==> config.mk <==
export PLATFORM = sky130hd
export DESIGN_NAME = hex_keypad_scanner
export DESIGN_NICKNAME = d
export VERILOG_FILES = /design/src/rtl/hex_keypad_scanner.sv
export SDC_FILE = /design/constraint.sdc
export NUM_CORES = 1
export LEC_CHECK = 0
export CAP_MARGIN = 20
export CORE_ASPECT_RATIO = 1.25
export CORE_MARGIN = 2
export CORE_UTILIZATION = 31
export CTS_CLUSTER_SIZE = 28
export DETAILED_ROUTE_END_ITERATION = 6
export PLACE_DENSITY = 0.6
export SLEW_MARGIN = 0
export SYNTH_ARGS = -nofsm -noshare
export SYNTH_HDL_FRONTEND = slang
export SYNTH_SLANG_ARGS = --single-unit
==> constraint.sdc <==
create_clock -name CLK -period 3.3 [get_ports CLK]
set_input_delay 0.99 -clock CLK [delete_from_list [all_inputs] [get_ports CLK]]
set_output_delay 0.99 -clock CLK [all_outputs]
set_load 0.1 [all_outputs]
==> src/rtl/hex_keypad_scanner.sv <==
// 4x4 matrix keypad scanner: one column driven low per slot, per-key
// debounce on press and release, and a four-digit history of accepted codes.
module hex_keypad_scanner #(
    parameter int SCAN_DIV     = 16000,
    parameter int DEBOUNCE_CNT = 20
) (
    input  logic        CLK,
    input  logic        RST_N,
    input  logic [3:0]  ROW,
    output logic [3:0]  COL,
    output logic [3:0]  KEY,
    output logic        KEY_VALID,
    output logic        KEY_DOWN,
    output logic [15:0] VALUE
);

    localparam int CW = (SCAN_DIV > 2) ? $clog2(SCAN_DIV) : 1;
    localparam logic [CW-1:0] SLOT_LAST = CW'(SCAN_DIV - 1);
    localparam logic [8:0] DEB_TGT = 9'(DEBOUNCE_CNT);

    typedef enum logic [1:0] {
        SCAN,
        DEBOUNCE,
        HELD,
        RELEASE
    } state_t;

    state_t        state;
    state_t        state_n;
    logic [3:0]    row_meta;
    logic [3:0]    rows_s;
    logic [CW-1:0] slot_cnt;
    logic [1:0]    col_idx;
    logic [1:0]    col_idx_n;
    logic [1:0]    row_idx;
    logic [1:0]    row_idx_n;
    logic [7:0]    deb_cnt;
    logic [7:0]    deb_cnt_n;
    logic [7:0]    deb_inc;
    logic          deb_done;
    logic [1:0]    first_row;
    logic          tick;
    logic          row_low;
    logic          accept;
    logic          key_down_n;
    logic [3:0]    code;

    assign tick     = (slot_cnt == SLOT_LAST);
    assign row_low  = ~rows_s[row_idx];
    assign deb_inc  = (deb_cnt == 8'hFF) ? deb_cnt : deb_cnt + 8'd1;
    assign deb_done = ({1'b0, deb_inc} >= DEB_TGT);
    assign code     = {row_idx, col_idx};

    always_comb begin
        first_row = 2'd3;
        if (!rows_s[0])
            first_row = 2'd0;
        else if (!rows_s[1])
            first_row = 2'd1;
        else if (!rows_s[2])
            first_row = 2'd2;
    end

    always_comb begin
        state_n    = state;
        col_idx_n  = col_idx;
        row_idx_n  = row_idx;
        deb_cnt_n  = deb_cnt;
        accept     = 1'b0;
        key_down_n = KEY_DOWN;
        if (tick) begin
            unique case (state)
                SCAN: begin
                    if (&rows_s) begin
                        col_idx_n = col_idx + 2'd1;
                    end else begin
                        row_idx_n = first_row;
                        deb_cnt_n = 8'd1;
                        state_n   = DEBOUNCE;
                    end
                end
                DEBOUNCE: begin
                    if (row_low && deb_done) begin
                        accept     = 1'b1;
                        key_down_n = 1'b1;
                        deb_cnt_n  = 8'd0;
                        state_n    = HELD;
                    end else if (row_low) begin
                        deb_cnt_n = deb_inc;
                    end else begin
                        col_idx_n = col_idx + 2'd1;
                        deb_cnt_n = 8'd0;
                        state_n   = SCAN;
                    end
                end
                HELD: begin
                    if (!row_low) begin
                        deb_cnt_n = 8'd1;
                        state_n   = RELEASE;
                    end
                end
                RELEASE: begin
                    // A low sample here is contact bounce: fall back to HELD
                    // without a new accept.
                    if (row_low) begin
                        deb_cnt_n = 8'd0;
                        state_n   = HELD;
                    end else if (deb_done) begin
                        key_down_n = 1'b0;
                        deb_cnt_n  = 8'd0;
                        col_idx_n  = col_idx + 2'd1;
                        state_n    = SCAN;
                    end else begin
                        deb_cnt_n = deb_inc;
                    end
                end
                default: state_n = SCAN;
            endcase
        end
    end

    always_ff @(posedge CLK or negedge RST_N) begin
        if (!RST_N) begin
            row_meta  <= 4'hF;
            rows_s    <= 4'hF;
            slot_cnt  <= '0;
            state     <= SCAN;
            col_idx   <= 2'd0;
            row_idx   <= 2'd0;
            deb_cnt   <= 8'd0;
            COL       <= 4'b1110;
            KEY       <= 4'h0;
            KEY_VALID <= 1'b0;
            KEY_DOWN  <= 1'b0;
            VALUE     <= 16'h0000;
        end else begin
            row_meta  <= ROW;
            rows_s    <= row_meta;
            slot_cnt  <= tick ? '0 : slot_cnt + 1'b1;
            state     <= state_n;
            col_idx   <= col_idx_n;
            row_idx   <= row_idx_n;
            deb_cnt   <= deb_cnt_n;
            COL       <= ~(4'b0001 << col_idx_n);
            KEY_VALID <= accept;
            KEY_DOWN  <= key_down_n;
            if (accept) begin
                KEY   <= code;
                VALUE <= {VALUE[11:0], code};
            end
        end
    end

endmodule

==> Yosys cells after proc, flatten, opt, wreduce, memory -nomap -nowiden <==
Index checks and enable logic that the tools add are counted.
{ "op_classes": {"n_bitwise": 3, "addsub": 3, "multipliers": 0, "magnitude_cmp": 2, "n_shift": 1, "n_mux": 35, "div": 0, "n_reduce_logical": 8, "n_eq_ne": 12} }
{ "op_table": {"columns": ["operator", "n"], "rows": [
  ["$mux 8", 7],
  ["$pmux 8 s4", 1],
  ["$mux 2", 14],
  ["$add 14x1->14 const B", 1],
  ["$eq 14x14->1 const B", 1],
  ["$mux 14", 1],
  ["$ne 2x2->1 const B", 5],
  ["$reduce_and 5->1", 2],
  ["$add 8x1->8 const B", 1],
  ["$eq 8x8->1 const B", 1],
  ["$ge 8x5->1 const B", 1],
  ["$mux 1", 8],
  ["$pmux 2 s4", 1],
  ["$ne 3x3->1 const B", 2],
  ["$pmux 2 s3", 1],
  ["$reduce_and 3->1", 2],
  ["$eq 2x2->1 const B", 2],
  ["$not 4->4", 1],
  ["$reduce_and 4->1", 1],
  ["$shl 1x2->4 const A", 1],
  ["$lt 2x3->1 const B", 1],
  ["$add 2x1->2 const B", 1],
  ["$bmux 1 s2", 1],
  ["$eq 2x1->1 const B", 1],
  ["other kinds (5)", 6]
]} }
{ "totals": {"register_bits": 62, "ram_bits": 0, "rom_bits": 0, "latchBits": 0, "memories": 0, "out_inout_bits": 26, "wordCells": 76, "inputBits": 6} }

==> Depth between registers and ports, before layout <==
{ "logic_depth": {"ltp_word": 9, "ltp_mapped": 9} }

==> Worst setup path after synthesis <==
No wires, ideal clock.
{ "synth_timing": {"kind": "flip-flop to output port", "start": "register KEY[2] (netlist name)", "end": "output VALUE[2]", "path_stages_with_launch": 2, "arrival_time_ns": 1.352, "required_ns": 2.310, "n_path_buf": 1, "path_slack_ns": 0.958, "path_cell_list": "dfrtp_1 buf_4"} }
{ "synth_lines": {"columns": ["item", "line_no", "source"], "rows": [
  ["to (decl)", "14", "output logic [15:0] VALUE"]
]} }

==> Worst setup path in the final report <==
{ "layout_timing": {"start": "register deb_cnt[0]", "end": "register VALUE[3]"} }
{ "layout_between": {"elab_chain_cells": 7, "elab_cells_between_ends": 8, "classes_between": "add/sub: 1; order compare: 1; eq/ne: 1; mux: 4; reduce/logical: 1"} }
{ "layout_rtl": {"columns": ["item", "line_no", "source"], "rows": [
  ["from (decl)", "37", "logic [7:0] deb_cnt;"],
  ["from (signal assigned)", "143", "deb_cnt <= deb_cnt_n;"],
  ["$add 8x1->8 or $eq 8x8->1 (tied branches)", "50", "assign deb_inc = (deb_cnt == 8'hFF) ? deb_cnt : deb_cnt + 8'd1;"],
  ["$mux 8 (*)", "50", null],
  ["$ge 8x5->1 (*)", "51", "assign deb_done = ({1'b0, deb_inc} >= DEB_TGT);"],
  ["$logic_and 1x1->1 (*)", "83", "if (row_low && deb_done) begin"],
  ["$mux 1 (*)", "83", null],
  ["$mux 1 (*)", "72", "unique case (state)"],
  ["$mux 1 (*)", "71", "if (tick) begin"],
  ["to (signal assigned)", "149", "VALUE <= {VALUE[11:0], code};"]
]} }
Every way passes the cells marked *; elsewhere a longest branch is shown, timed or not.
A chain may end at the register's enable or synchronous reset.

==> summary.md <==
| Metric | Value |
|---|---|
| GR Util All Layers | `11.1%` |
| Critical Path End | `VALUE[3]$_DFFE_PN0P_` |
| Prevailing post-synth register cell | `dfrtp_1` |
| Post-synth EDFFs | `0` |
| Worst r2r path cells | `6` |
| Post-CTS Resized | `0` |
| H-tree Lvls | `3` |
| WP data arrival | `slightly below 3 ns` |
| Most frequent cells in the layout | `47 x dfrtp_1, 28 x buf_4, 18 x nor2_1` |
| Layout Nets | `263` |
| Synth async-reset ratio | `100%` |
| Chip height | `107 microns` |
| Crit Reg-Reg Endpoint | `VALUE[3]$_DFFE_PN0P_` |
| Routed vias/inst | `4.84` |
| Fin crit share | `between 80 and 90%` |
| Remaining antenna violation count after routing | `0` |
| Post-CTS Repair Setup Buffers | `0` |
| Detailed Routing Iterations Pass 1 | `4` |
| Hold Crit Start | `row_meta[3]$_DFF_PN1_` |
| Num Clock Sinks | `58` |
| Kind of critical path | `reg2reg` |
| Port bufs | `31` |
| Most common cell after layout, fill and taps aside | `dfrtp_1` |
| Register bit total from synthesis | `between 50 and 60` |
| Chip width | `86.4 microns` |
| Antenna diodes | `0` |
| RePlAce Congestion | `about 0.9` |
| Slowest stage cell, crit path | `or3_1` |
| WL final | `4570 microns` |
| CTS Hold Bufs | `0` |
| Pre-CTS WS | `0.561 ns` |
| Setup TNS | `0 ns` |
| Unrepaired setup endpoints after global routing | `no` |
| Syn Inst Count | `approximately 220` |
| Startpoint Class | `flip-flop` |
| Max Cap Viol | `0` |
| Clk_lat worst skew | `approximately 0.33 ns` |
| Synthesized area per cell | `11.8 sq um` |
| Synth unique cells | `49` |
| RR Startpoint | `deb_cnt[0]$_DFFE_PN0P_` |
| Worst-path fanout max | `16` |
| Starting Density | `around a third` |
| Root buffer cell | `clkbuf_8` |
| Worst vdd ir | `243 uV` |
| Non-Filler Instances | `357` |
| Syn Nets | `231` |
| Worst path max stage delay | `between 0.7 and 0.8 ns` |
| Hold Violations, Final | `0` |
| Via Count | `1729` |
| Drt drc | `0` |
| WL/cell | `12.8 microns` |
| Share of post-route cells with drive strength above 1 | `30.4%` |
| Placed cells | `between 300 and 400` |
| Pin count of the biggest net entering global routing | `36` |
| First-pass GRT wire length | `slightly below 8000 microns` |
| Power density over cell area | `around 480 nW/um^2` |
| Fmax | `364 MHz` |
| CTS tree | `built` |
| Setup crit end kind | `flip-flop` |
| CTS max path bufs | `2` |
| Status | `finished clean` |
| WP data required | `3.52 ns` |
| Worst slew margin | `45.3%` |
| CTS Buf Count | `9` |
| # setup viols final | `0` |
| Core area | `between 8000 and 9000 sq um` |
| Row count | `37` |
| CP startpoint | `deb_cnt[0]$_DFFE_PN0P_` |
| R2R setup slack | `0.55 ns` |
| DRT iter0 DRCs | `99` |
| Antenna violations before repair | `0` |
| Clk slew on worst S/H paths | `0.07 ns` |
| Post-DP HPWL | `about 3200 microns` |
| Sequential fraction of the synthesis area | `55.6%` |
| CP cell instances | `ha_1 -> a221oi_1 -> o31ai_2 -> nor2_2 -> or3_1 -> mux2_2` |
| P&R area growth vs syn | `20.3%` |
| Number of global-route vias before repair | `1720` |
| Final hold slack | `0.355 ns` |
| Die area | `9250 sq um` |
| Top-Level Pins | `32` |
| Min cycle time layout | `2.75 ns` |
| Final Util | `38.5%` |
| Final clock skew | `0.00779 ns` |
| Final Worst Setup Slack | `roughly 0.55 ns` |
| Hold Crit Class | `reg2reg` |
| Pins over their slew limit | `0` |
| Post-Syn Area | `approximately 2600 sq um` |
| Grt total ovfl | `0` |
| Leak Pwr | `0.00149 uW` |
| Worst-Margin Slew | `0.821 ns` |
| Yosys warning count | `0` |
| Filler cell count | `802` |
[state kept, by name, indices dropped and copies added (netlist names), 2 cells and up]
register  flops
slot_cnt     14
col_idx       2
VALUE        13
KEY           3
row_meta      4
deb_cnt       8
state         2
COL           4
row_idx       2
rows_s        4
[Yosys cell counts, types with 2 or more instances]
library cell	count	area share, %
dfrtp_1	47	45
nor2_1	18	2.6
nand2_1	15	2.1
nand3_1	12	2.3
a21oi_1	11	2.1
dfstp_2	11	11
mux2_4	10	5.7
xor2_1	9	3.0
inv_1	6	0.86
o21ai_0	6	1.1
and2_1	5	1.2
nand4_1	5	1.2
xnor2_1	5	1.7
buf_4	4	1.1
mux2_2	4	1.7
mux2i_1	4	1.5
nor2b_1	4	0.95
nor4_1	4	0.95
buf_2	3	0.57
nand3b_1	3	0.86
nor3_1	3	0.57
and3_1	2	0.47
buf_6	2	0.86
clkbuf_1	2	0.29
ha_1	2	0.95
mux2_1	2	0.86
or3_1	2	0.47
[critical path: cells and delay by family (launching register included)]
family | cells | cell delay [ns]
simple gates | 2 | 0.98
compound gates | 2 | 0.47
fa+ha+maj | 1 | 0.32
mux | 1 | 0.41
flops | 1 | 0.44
[area by class of cell]
type,instances,area (sq um),area share [%]
clock inverters,4,72.6,2.29
well taps,97,121,3.83
repair buffers,34,275,8.69
flip-flops and latches,58,1470,46.2
clock buffers,12,165,5.21
multi-input cells,146,1050,33.0
inverters,6,22.5,0.711
[worst min path at each step]
| stage | to | slack, ns | cells after the start |
|---|---|---|---|
| floorplan | rows_s[0]$_DFF_PN1_ | 0.35 | 0 |
| global placement | rows_s[1]$_DFF_PN1_ | 0.35 | 0 |
| detailed placement | rows_s[0]$_DFF_PN1_ | 0.35 | 0 |
| CTS | rows_s[3]$_DFF_PN1_ | 0.36 | 0 |
| global route | rows_s[3]$_DFF_PN1_ | 0.36 | 0 |
| finish | rows_s[3]$_DFF_PN1_ | 0.35 | 0 |
[through the flow]
stage / instance area (sq um) / total power (uW)
floorplan: 2630 / 740
global placement: 2930 / 763
detailed placement: 2930 / 764
CTS: 3170 / 1540
global route: 3170 / 1560
finish: 3170 / 1510
[power breakdown]
group | internal [uW] | switching (uW) | leakage (uW)
logic | 9.29 | 17.4 | 0.000608
registers | 720 | 2.39 | 0.000758
clock network | 485 | 273 | 0.000119
total | 1210 | 293 | 0.00149
[cell families (layout without fill, tap and decap cells)]
logic type / Yosys count / after routing / synth area share, %
buf+inv: 19 / 56 / 4.61
mux: 21 / 21 / 10.6
fa+ha+maj: 2 / 2 / 0.950
compound gates: 28 / 28 / 7.17
flops: 58 / 58 / 55.6
xor+xnor: 14 / 14 / 4.66
simple gates: 81 / 81 / 16.3
[metal layers]
| metal | routed length, microns | vias to the layer above | global-route usage [%] |
|---|---|---|---|
| met3 | 104 | 11 | 2.62 |
| met2 | 2310 | 21 | 17.3 |
| li1 | - | 839 | - |
| met4 | 124 | 0 | 7.14 |
| met1 | 2030 | 858 | 13.8 |
| met5 | 0 | - | 0 |
Power figures use the tool's default switching activity.
